**config.mk**
```make
export PLATFORM = sky130hd
export DESIGN_NAME = sddac_mc
export DESIGN_NICKNAME = d
export VERILOG_FILES = /design/src/rtl/sddac_mc.sv
export SDC_FILE = /design/constraint.sdc
export NUM_CORES = 1
export LEC_CHECK = 0
export CORE_ASPECT_RATIO = 1.25
export CORE_UTILIZATION = 57
export DETAILED_ROUTE_END_ITERATION = 7
export GPL_TIMING_DRIVEN = 0
export PLACE_DENSITY = 0.8
export SYNTH_ARGS = -nofsm -noshare
export SYNTH_HDL_FRONTEND = slang
export SYNTH_SLANG_ARGS = --single-unit
```
**constraint.sdc**
```tcl
create_clock -name clk -period 6.1 [get_ports clk]
set_input_delay 0.61 -clock clk [delete_from_list [all_inputs] [get_ports clk]]
set_output_delay 0.61 -clock clk [all_outputs]
set_load 0.005 [all_outputs]
```
**src/rtl/sddac_mc.sv**
```systemverilog
// -----------------------------------------------------------------------------
// sddac_mc -- multi-channel sigma-delta DAC modulator.
//
// Accepts frames of CHANNELS signed DATA_W-bit samples through a valid/ready
// handshake, double-buffers them (pending -> active) on a sample-period strobe
// produced by a free-running 0..OSR-1 counter, and drives one first- or
// second-order 1-bit modulator per channel from the active frame.
//
// Ports:
//   clk          in   single clock, rising edge
//   reset        in   asynchronous, active-high reset
//   enable       in   run control; low idles and clears modulator state
//   sample_in    in   CHANNELS*DATA_W packed samples, channel k at [k*DATA_W +: DATA_W]
//   sample_valid in   sample_in carries a frame
//   sample_ready out  frame is accepted this cycle (combinational)
//   dac_out      out  registered 1-bit modulator output per channel
//   underrun     out  one-cycle pulse: a sample period began with no pending frame
// -----------------------------------------------------------------------------
module sddac_mc #(
  parameter int unsigned CHANNELS = 2,
  parameter int unsigned DATA_W   = 16,
  parameter int unsigned ORDER    = 2,
  parameter int unsigned OSR      = 64
) (
  input  logic                       clk,
  input  logic                       reset,
  input  logic                       enable,
  input  logic [CHANNELS*DATA_W-1:0] sample_in,
  input  logic                       sample_valid,
  output logic                       sample_ready,
  output logic [CHANNELS-1:0]        dac_out,
  output logic                       underrun
);

  localparam int unsigned FRAME_W = CHANNELS * DATA_W;
  localparam int unsigned CNT_W   = (OSR > 1) ? $clog2(OSR) : 1;
  localparam logic [CNT_W-1:0] CNT_LAST = CNT_W'(OSR - 1);

  // Integrator widths: first stage DATA_W+2, second stage DATA_W+4.
  localparam int unsigned W1 = DATA_W + 2;
  localparam int unsigned W2 = DATA_W + 4;

  // Feedback magnitude 2^(DATA_W-1), carried one bit wider than stage 1.
  localparam logic signed [W1:0] FB1 = (W1 + 1)'(2 ** (DATA_W - 1));

  if ((ORDER != 1) && (ORDER != 2)) begin : g_bad_order
    $error("sddac_mc: ORDER must be 1 or 2");
  end

  if ((CHANNELS < 1) || (CHANNELS > 8) || (DATA_W < 8) || (DATA_W > 24) || (OSR < 4))
  begin : g_bad_geometry
    $error("sddac_mc: CHANNELS/DATA_W/OSR out of range");
  end

  // ---------------------------------------------------------------------------
  // Period counter, handshake and two-stage frame buffer
  // ---------------------------------------------------------------------------
  logic [CNT_W-1:0]   cnt_q, cnt_d;
  logic               pend_full_q, pend_full_d;
  logic [FRAME_W-1:0] pend_q, pend_d;
  logic [FRAME_W-1:0] act_q, act_d;
  logic               underrun_q, underrun_d;
  logic               strobe;
  logic               accept;

  always_comb begin
    strobe       = enable && (cnt_q == CNT_LAST);
    sample_ready = enable && (!pend_full_q || strobe);
    accept       = sample_valid && sample_ready;

    cnt_d       = cnt_q;
    pend_full_d = pend_full_q;
    pend_d      = pend_q;
    act_d       = act_q;
    underrun_d  = 1'b0;

    if (!enable) begin
      // Idle: period restarts from zero and any pending frame is dropped;
      // the active frame is deliberately kept.
      cnt_d       = '0;
      pend_full_d = 1'b0;
    end else begin
      cnt_d = strobe ? '0 : cnt_q + 1'b1;
      if (strobe) begin
        underrun_d = !pend_full_q;
        if (pend_full_q) begin
          act_d = pend_q;
        end
        // Pending slot was either just emptied or already empty, so it is
        // full afterwards only if a frame arrives on this very edge.
        pend_full_d = accept;
      end else begin
        pend_full_d = pend_full_q || accept;
      end
      if (accept) begin
        pend_d = sample_in;
      end
    end
  end

  always_ff @(posedge clk or posedge reset) begin
    if (reset) begin
      cnt_q       <= '0;
      pend_full_q <= 1'b0;
      pend_q      <= '0;
      act_q       <= '0;
      underrun_q  <= 1'b0;
    end else begin
      cnt_q       <= cnt_d;
      pend_full_q <= pend_full_d;
      pend_q      <= pend_d;
      act_q       <= act_d;
      underrun_q  <= underrun_d;
    end
  end

  assign underrun = underrun_q;

  // ---------------------------------------------------------------------------
  // Per-channel modulators (independent; share only act_q and enable)
  // ---------------------------------------------------------------------------
  for (genvar k = 0; k < CHANNELS; k++) begin : g_ch
    logic signed [DATA_W-1:0] x;
    logic signed [W1:0]       fb1;
    logic signed [W1:0]       sum1;
    logic signed [W1-1:0]     i1_sat;
    logic signed [W1-1:0]     i1_q, i1_d;
    logic                     out_q, out_d;

    assign x = act_q[k*DATA_W +: DATA_W];

    always_comb begin
      fb1  = out_q ? FB1 : -FB1;
      sum1 = {i1_q[W1-1], i1_q} + {{3{x[DATA_W-1]}}, x} - fb1;
      // One guard bit is enough: if it disagrees with the sign bit the true
      // sum left the W1-bit range, so clamp to the limit on that side.
      if (sum1[W1] != sum1[W1-1]) begin
        i1_sat = sum1[W1] ? {1'b1, {(W1-1){1'b0}}} : {1'b0, {(W1-1){1'b1}}};
      end else begin
        i1_sat = sum1[W1-1:0];
      end
      i1_d = enable ? i1_sat : '0;
    end

    if (ORDER == 2) begin : g_o2
      localparam logic signed [W2:0] FB2 = (W2 + 1)'(2 ** (DATA_W - 1));
      logic signed [W2:0]   fb2;
      logic signed [W2:0]   sum2;
      logic signed [W2-1:0] i2_sat;
      logic signed [W2-1:0] i2_q, i2_d;

      always_comb begin
        fb2  = out_q ? FB2 : -FB2;
        sum2 = {i2_q[W2-1], i2_q} + {{3{i1_sat[W1-1]}}, i1_sat} - fb2;
        if (sum2[W2] != sum2[W2-1]) begin
          i2_sat = sum2[W2] ? {1'b1, {(W2-1){1'b0}}} : {1'b0, {(W2-1){1'b1}}};
        end else begin
          i2_sat = sum2[W2-1:0];
        end
        i2_d  = enable ? i2_sat : '0;
        out_d = enable && !i2_sat[W2-1];
      end

      always_ff @(posedge clk or posedge reset) begin
        if (reset) begin
          i2_q <= '0;
        end else begin
          i2_q <= i2_d;
        end
      end
    end else begin : g_o1
      always_comb begin
        out_d = enable && !i1_sat[W1-1];
      end
    end

    always_ff @(posedge clk or posedge reset) begin
      if (reset) begin
        i1_q  <= '0;
        out_q <= 1'b0;
      end else begin
        i1_q  <= i1_d;
        out_q <= out_d;
      end
    end

    assign dac_out[k] = out_q;
  end

endmodule

```
==> results_tabular.tex <==
\begin{tabular}{lr}
\hline
Metric & Value \\
\hline
\multicolumn{2}{l}{\textbf{Run status}} \\
\quad Run status & complete, no violations \\
\multicolumn{2}{l}{\textbf{Place}} \\
\quad HPWL after detailed placement & about 17000 um \\
\quad Routability cong. & 0.8927 \\
\quad \# placed instances & around 1500 \\
\quad PortBufs & 39 \\
\multicolumn{2}{l}{\textbf{Setup path}} \\
\quad Nature of the critical path endpoint & flop \\
\quad Worst EP arrival & 6400 ps \\
\quad Critical Path Max Stage Delay & 430 ps \\
\quad Worst EP required & between 6000 and 7000 ps \\
\quad Register-to-Register Setup Slack & 60 ps \\
\quad Slowest stage cell, crit path & sky130\_fd\_sc\_hd\_\_o41ai\_4 \\
\quad Kind of start point of the critical path & flop \\
\quad Cell type with the highest occurrence count on the critical path & sky130\_fd\_sc\_hd\_\_buf\_4 \\
\quad Highest fanout seen on the critical path & 10 \\
\quad Worst setup path category & reg -> reg \\
\quad Source of the critical timing path & act\_q[4]\$\_DFFE\_PP0P\_ \\
\quad Reg2reg start & act\_q[4]\$\_DFFE\_PP0P\_ \\
\multicolumn{2}{l}{\textbf{Route}} \\
\quad Initial drt markers & 557 \\
\quad Number of nets still failing antenna checks after routing & 0 \\
\quad 1st-pass router iterations & 5 \\
\quad Vias per Instance & about 5.7 \\
\quad Residual DRC count & 0 \\
\quad Total number of vias & 8878 \\
\quad Wirelength per Cell & 17.81 um \\
\quad Final wirelength & 27730 um \\
\multicolumn{2}{l}{\textbf{Min path}} \\
\quad Hold Path Origin & cnt\_q[0]\$\_DFF\_PP0\_ \\
\quad Hold crit path type & reg -> reg \\
\multicolumn{2}{l}{\textbf{GRT}} \\
\quad Global-route wire length before repair & 40950 um \\
\quad Maximum number of pins on one net before global-route repair & 88 \\
\quad Total congestion overflow after global routing & 0 \\
\quad Global router's overall resource usage & 26.28\% \\
\quad Number of antenna violations at the first check in global routing & 0 \\
\quad Number of global-route vias before repair & 8839 \\
\multicolumn{2}{l}{\textbf{Finish}} \\
\quad Cell Count, Final, Fillers Out & 1557 \\
\quad Fraction of final layout cells with drive strength greater than 1 & 23.77\% \\
\quad Layout overhead on the synthesized area & 24.16\% \\
\quad Diodes inserted & 0 \\
\quad Nets & 1501 \\
\multicolumn{2}{l}{\textbf{CTS}} \\
\quad Clock Tree Root & sky130\_fd\_sc\_hd\_\_clkbuf\_16 \\
\quad Worst-skew pair later-pin latency & 440 ps \\
\quad Clock tree from TritonCTS & yes \\
\quad TritonCTS Buffers & 17 \\
\quad Max Buffers Root-to-Sink & 2 \\
\quad CTS Sinks & 150 \\
\quad Post-CTS clock slew at the launch and capture registers of the worst setup and hold paths & about 70 ps \\
\quad Number of levels in the clock H-tree & 4 \\
\quad Number of hold-repair buffers added at the cts stage & 0 \\
\multicolumn{2}{l}{\textbf{Synthesis}} \\
\quad Cell types with the largest area share after synthesis & sky130\_fd\_sc\_hd\_\_dfrtp\_1 (34\%), sky130\_fd\_sc\_hd\_\_ha\_1 (16\%), sky130\_fd\_sc\_hd\_\_inv\_1 (8.6\%), sky130\_fd\_sc\_hd\_\_mux2\_2 (6.7\%), sky130\_fd\_sc\_hd\_\_a21oi\_1 (3.6\%) \\
\quad Post-synthesis sequential area ratio & 34.20\% \\
\quad Library cell with the largest summed area after synthesis & sky130\_fd\_sc\_hd\_\_dfrtp\_1 \\
\quad Count of different cell masters after synthesis & 69 \\
\quad Area fraction of the dominant cell type after synthesis & roughly a third \\
\quad Gate count after technology mapping & 1201 \\
\quad Share of async-settable or async-resettable flops after synthesis & 100.0\% \\
\quad Cell area after technology mapping & 10970 sq um \\
\quad Main flop type after synthesis & sky130\_fd\_sc\_hd\_\_dfrtp\_1 \\
\quad Synthesized flop and latch total & 150 \\
\quad Number of warning messages in the yosys log & 0 \\
\quad Number of enable flip-flop cells after synthesis & 0 \\
\quad Syn avg cell area & just over 9 sq um \\
\quad Syn Nets & roughly 1400 \\
\multicolumn{2}{l}{\textbf{Timing}} \\
\quad Headroom to the max-slew limit & 51.63\% \\
\quad Achievable Freq & around 170 MHz \\
\quad Min Clock Period, post-route & 6036 ps \\
\quad Final clock period utilization by the worst path & a little over nine tenths \\
\quad Clock tree skew after final layout & 9.234 ps \\
\quad Measured slew at the worst slew-check pin & 725.6 ps \\
\quad Count of final hold-check violations & 0 \\
\quad Max-slew violation count & 0 \\
\quad Final setup violation count & 0 \\
\multicolumn{2}{l}{\textbf{Flow run}} \\
\quad Max-cap violation count & 0 \\
\multicolumn{2}{l}{\textbf{Floorplanning}} \\
\quad Count of pins on the block boundary & 40 \\
\quad \# rows & 56 \\
\quad Area of the core & around 19000 sq um \\
\quad Vert. Die Dim & 157.1 um \\
\quad Initial Util & 58.44\% \\
\quad Overall die area & 19820 sq um \\
\quad Die W & 126.1 um \\
\hline
\end{tabular}
==> placed cells by master (no fill, tap or decap), types with 7 or more instances in the layout <==
| cell type | Yosys | final |
|---|---|---|
| sky130_fd_sc_hd__a21o_1 | 25 | 24 |
| sky130_fd_sc_hd__o21ai_1 | 18 | 27 |
| sky130_fd_sc_hd__a21oi_1 | 80 | 66 |
| sky130_fd_sc_hd__fa_1 | 12 | 12 |
| sky130_fd_sc_hd__nor2b_1 | 9 | 7 |
| sky130_fd_sc_hd__nand2_1 | 40 | 40 |
| sky130_fd_sc_hd__inv_2 | 0 | 12 |
| sky130_fd_sc_hd__xor2_1 | 30 | 29 |
| sky130_fd_sc_hd__mux2_2 | 65 | 65 |
| sky130_fd_sc_hd__ha_4 | 0 | 22 |
| sky130_fd_sc_hd__o21ai_2 | 1 | 12 |
| sky130_fd_sc_hd__clkdlybuf4s50_1 | 0 | 39 |
| sky130_fd_sc_hd__ha_1 | 141 | 109 |
| sky130_fd_sc_hd__o21ai_0 | 61 | 39 |
| sky130_fd_sc_hd__nand4_1 | 8 | 8 |
| sky130_fd_sc_hd__dfrtp_1 | 150 | 148 |
| sky130_fd_sc_hd__o21a_1 | 29 | 29 |
| sky130_fd_sc_hd__inv_1 | 250 | 235 |
| sky130_fd_sc_hd__o21bai_1 | 9 | 7 |
| sky130_fd_sc_hd__a21oi_2 | 0 | 12 |
| sky130_fd_sc_hd__xnor2_1 | 42 | 37 |
| sky130_fd_sc_hd__clkbuf_16 | 0 | 20 |
| sky130_fd_sc_hd__nand2b_1 | 16 | 13 |
| sky130_fd_sc_hd__ha_2 | 0 | 10 |
| sky130_fd_sc_hd__nor2_1 | 79 | 69 |
| sky130_fd_sc_hd__nand3_1 | 11 | 11 |
| sky130_fd_sc_hd__and2_1 | 11 | 10 |
| sky130_fd_sc_hd__buf_4 | 4 | 56 |
==> stage by stage <==
step | TNS, ps | hold WS (ps) | utilization, % | area [sq um] | setup slack, ps
floorplan | 0 | 431.0 | - | 10970 | 12.53
global placement | -133520 | 445.9 | 62.07 | 11650 | -1299
detailed placement | -45370 | 468.5 | 62.24 | 11690 | -1356
CTS | 0 | 475.7 | 68.61 | 12880 | 5.360
global route | -4099 | 499.4 | 72.56 | 13630 | -269.5
finish | 0 | 471.6 | 72.56 | 13630 | 63.69
==> critical path, delay by kind of cell (launching register included) <==
family	cells	cell delay, ps
flops	1	350
simple gates	4	580
xor+xnor	2	480
buf+inv	7	760
compound gates	12	2450
fa+ha+maj	5	1290
==> state kept, by name, indices dropped and copies added, names as in the netlist <==
signal	cells
pend_q	32
act_q	32
g_ch.out_q	2
g_ch.i1_q	36
cnt_q	6
pend_full_q	1
g_ch.g_o2.i2_q	40
underrun	1
==> metal layers <==
layer,routed length (um),part of all wire [%],vias up,GRT usage [%]
met3,1085,3.9,96,4.351
met4,1365,4.9,0,13.31
met1,10130,37,4353,27.19
met5,0,0,-,0
met2,15150,55,255,50.80
li1,-,-,4174,-
==> path summary, 6_finish.rpt <==
check                                                      end  cells past startpoint
max in group asynchronous       g_ch[0].g_o2.i2_q[7]$_DFF_PP0_                      3
worst min-delay path                        cnt_q[0]$_DFF_PP0_                      1
worst max-delay path            g_ch[0].g_o2.i2_q[9]$_DFF_PP0_                     30
worst min register to register              cnt_q[0]$_DFF_PP0_                      1
min in group asynchronous                pend_q[8]$_DFFE_PP0P_                      2
worst max register to register  g_ch[0].g_o2.i2_q[9]$_DFF_PP0_                     30
==> cell families after synthesis <==
kind of cell	Yosys count	share of synthesized area [%]
AO/OA/AOI/OAI	265	15.07
XOR/XNOR	73	5.894
adder cells (fa/ha/maj)	154	18.36
buffers and inverters	283	10.32
flip-flops	150	34.20
multiplexers	68	6.943
AND/OR/NAND/NOR	208	9.212
==> cell usage after synthesis (6+ instances only) <==
cell / count
sky130_fd_sc_hd__a21o_1: 25
sky130_fd_sc_hd__a21oi_1: 80
sky130_fd_sc_hd__a31oi_1: 6
sky130_fd_sc_hd__and2_1: 11
sky130_fd_sc_hd__and3_1: 8
sky130_fd_sc_hd__clkbuf_1: 16
sky130_fd_sc_hd__dfrtp_1: 150
sky130_fd_sc_hd__fa_1: 12
sky130_fd_sc_hd__ha_1: 141
sky130_fd_sc_hd__inv_1: 250
sky130_fd_sc_hd__mux2_2: 65
sky130_fd_sc_hd__nand2_1: 40
sky130_fd_sc_hd__nand2b_1: 16
sky130_fd_sc_hd__nand3_1: 11
sky130_fd_sc_hd__nand4_1: 8
sky130_fd_sc_hd__nor2_1: 79
sky130_fd_sc_hd__nor2b_1: 9
sky130_fd_sc_hd__nor3_1: 6
sky130_fd_sc_hd__o21a_1: 29
sky130_fd_sc_hd__o21ai_0: 61
sky130_fd_sc_hd__o21ai_1: 18
sky130_fd_sc_hd__o21bai_1: 9
sky130_fd_sc_hd__xnor2_1: 42
sky130_fd_sc_hd__xor2_1: 30
==> area by class of cell <==
class / count / area [sq um]
multi-input cells: 769 / 6887
fillers: 1210 / 5152
flip-flops and latches: 150 / 3756
inverters: 250 / 949.7
repair buffers: 96 / 908.4
clock buffers: 18 / 439.2
well taps: 232 / 290.3
plain buffers: 28 / 232.7
clock inverters: 14 / 162.7
==> timing repair <==
item | 4_1_cts | 5_1_grt
gates resized for setup | 87 | 113
buffers inserted | 26 | 28
pin swaps | 25 | 61
gates cloned | 2 | 4
setup endpoints to repair | 42 | 40
Power is not shown: default switching activity piles up to over one toggle a cycle in this logic, so the estimate is an artifact.
==> patch, RTL diff (same flow settings) <==
Put one more register stage on the output `underrun`, cleared by the reset. The value now appears one clock later. The other outputs are not delayed to match. Comments in the files are not updated.
--- a/src/rtl/sddac_mc.sv
+++ b/src/rtl/sddac_mc.sv
@@ -115,5 +115,11 @@
   end
 
-  assign underrun = underrun_q;
+  always_ff @(posedge clk or posedge reset) begin
+    if (reset) begin
+      underrun <= '0;
+    end else begin
+      underrun <= underrun_q;
+    end
+  end
 
   // ---------------------------------------------------------------------------
Behaviour: same outputs for any inputs over 10 cycles, from zero or initial values and one cycle with reset high; that may be too few to reach the edited logic, so the function may still have changed.
==> patch against the unedited design <==
  * Fmax is 0.95% lower
  * Routed wire length rose by 3.4%
  * Via count rose by 1.3%
  * Global-route usage rose by 0.53 points
  * Worst setup slack worse by 58 ps
  * Synthesized cell count barely moved
  * Critical path depth decreased by 3
  * Design area rose by 0.31%
  * Sequential cell count increased by 1
  * Sequential share of layout area increased by 0.097 points
  * Area after synthesis is 0.23% higher
Power is left out: the tool's default activity adds up to more than one toggle a clock period on the data nets, which glitch-free logic cannot reach.
==> patch: results (changes against the unedited design) <==
outcome completed (unchanged); post-route DRC violation count 0 (unchanged); number of global-route vias before repair 8954 (was 8839); Hold Path Stages 0 (was 1); Synth Area in Compound Gates 0.150 (was 0.151); final-stage net count 1500 (was 1501); Arr. time, crit path 6460 ps (was 6400 ps); final WL 28.7 mm (was 27.7 mm); Slowest cell on crit path fa_1 (was o41ai_4); Tot GR Track Use 0.268 (was 0.263); Synth top cells by count inv_1 (250), dfrtp_1 (151), ha_1 (141) (was inv_1 (250), dfrtp_1 (150), ha_1 (141)); gpl congestion 0.917 (was 0.893); Area contributors post-synth dfrtp_1 (34%), ha_1 (16%), inv_1 (8.5%) (was dfrtp_1 (34%), ha_1 (16%), inv_1 (8.6%)); CTS root buffer clkbuf_16 (unchanged); Slew @ Worst Pin 773 ps (was 726 ps); worst r2r path cells 27 (was 30); clk_skew 12.3 ps (was 9.23 ps); largest fanout on the critical path 10 (unchanged); largest net degree at the start of global routing 86 (was 88); fraction of the mapped netlist area in adder cells 0.183 (was 0.184); startpoint of the worst hold path underrun_q (was cnt_q[0]); end point of the critical path g_ch[0].g_o2.i2_q[8] (was g_ch[0].g_o2.i2_q[9]); HPWL after DPL 17.4 mm (about the same); Async SR Flop Fraction 1.00 (unchanged); Syn Nets 1391 (was 1390); Synth Area in XOR/XNOR 0.0588 (was 0.0589); sequential share of the synthesized area 0.344 (was 0.342); first-pass GRT wire length 41.5 mm (was 41.0 mm); fraction of layout cells with a size suffix above 1 0.242 (was 0.238); port bufs 39 (unchanged); R2R Setup Slk 6 ps (was 60 ps); Starting DRT DRC Count 586 (was 557); TritonRoute pass-1 iters 8 (was 5); Hold Crit Endpoint underrun (was cnt_q[0]); max incr delay on CP 530 ps (was 430 ps); mux cell area share after synthesis 0.0693 (was 0.0694); Crit Reg-Reg Startpoint act_q[15] (was act_q[4]); Hold Path Class flop to flop (unchanged); clock-pin slew on the worst setup and hold paths 70 ps (about the same); Clock Latency Late Sink 460 ps (was 440 ps); Via-to-Cell Ratio 5.78 (was 5.70)
[patch: cell type report]
cell class | instances | area (um^2)
inverter | 250 | 955
clock buffer | 18 | 439
timing repair buffer | 94 | 850
fill | 1227 | 5180
buffer | 28 | 233
tap | 232 | 290
sequential | 151 | 3780
clock inverter | 14 | 180
multi-input combinational | 769 | 6940
[patch: timing repair]
item / CTS / global route
resized for setup: 90 / 126
buffers inserted: 25 / 26
endpoints found under the setup margin: 42 / 40
cloned: 2 / 2
pin swaps: 29 / 66
[patch: critical path: cells and delay by family, from the launching register on]
| kind | cells | cell delay [ps] |
|---|---|---|
| buffers and inverters | 6 | 780 |
| and+or+nand+nor | 3 | 510 |
| adders and majority gates | 5 | 1630 |
| DFF | 1 | 430 |
| xor gates and xnor gates | 2 | 450 |
| AOI/OAI and AO/OA | 11 | 2190 |
[patch: cells by family (layout without fill, tap and decap cells)]
group | Yosys count | in the layout
flip-flops | 151 | 151
adder cells (fa/ha/maj) | 154 | 154
XOR/XNOR | 73 | 73
AND/OR/NAND/NOR | 208 | 208
AO/OA/AOI/OAI | 265 | 266
buffers and inverters | 283 | 404
multiplexers | 68 | 68
[patch: stage by stage]
stage / utilization / area (um^2) / std cells / hold slack (ps) / setup WS, ps
after global routing: 0.725 / 13700 / 1556 / 360 / -221
final: 0.725 / 13700 / 1556 / 351 / 5.63
after global placement: 0.620 / 11700 / 1473 / 337 / -1320
after CTS: 0.685 / 12900 / 1531 / 352 / 2.95
after detailed placement: 0.621 / 11700 / 1474 / 337 / -1410
after floorplan: - / 11000 / 1202 / 331 / 12.5
[patch: per-layer routing]
metal / share of wire / wire, um / GRT usage
met1: 0.35 / 10100 / 0.273
met2: 0.54 / 15500 / 0.522
met3: 0.036 / 1030 / 0.0333
met4: 0.070 / 2010 / 0.157
met5: 0 / 0 / 0
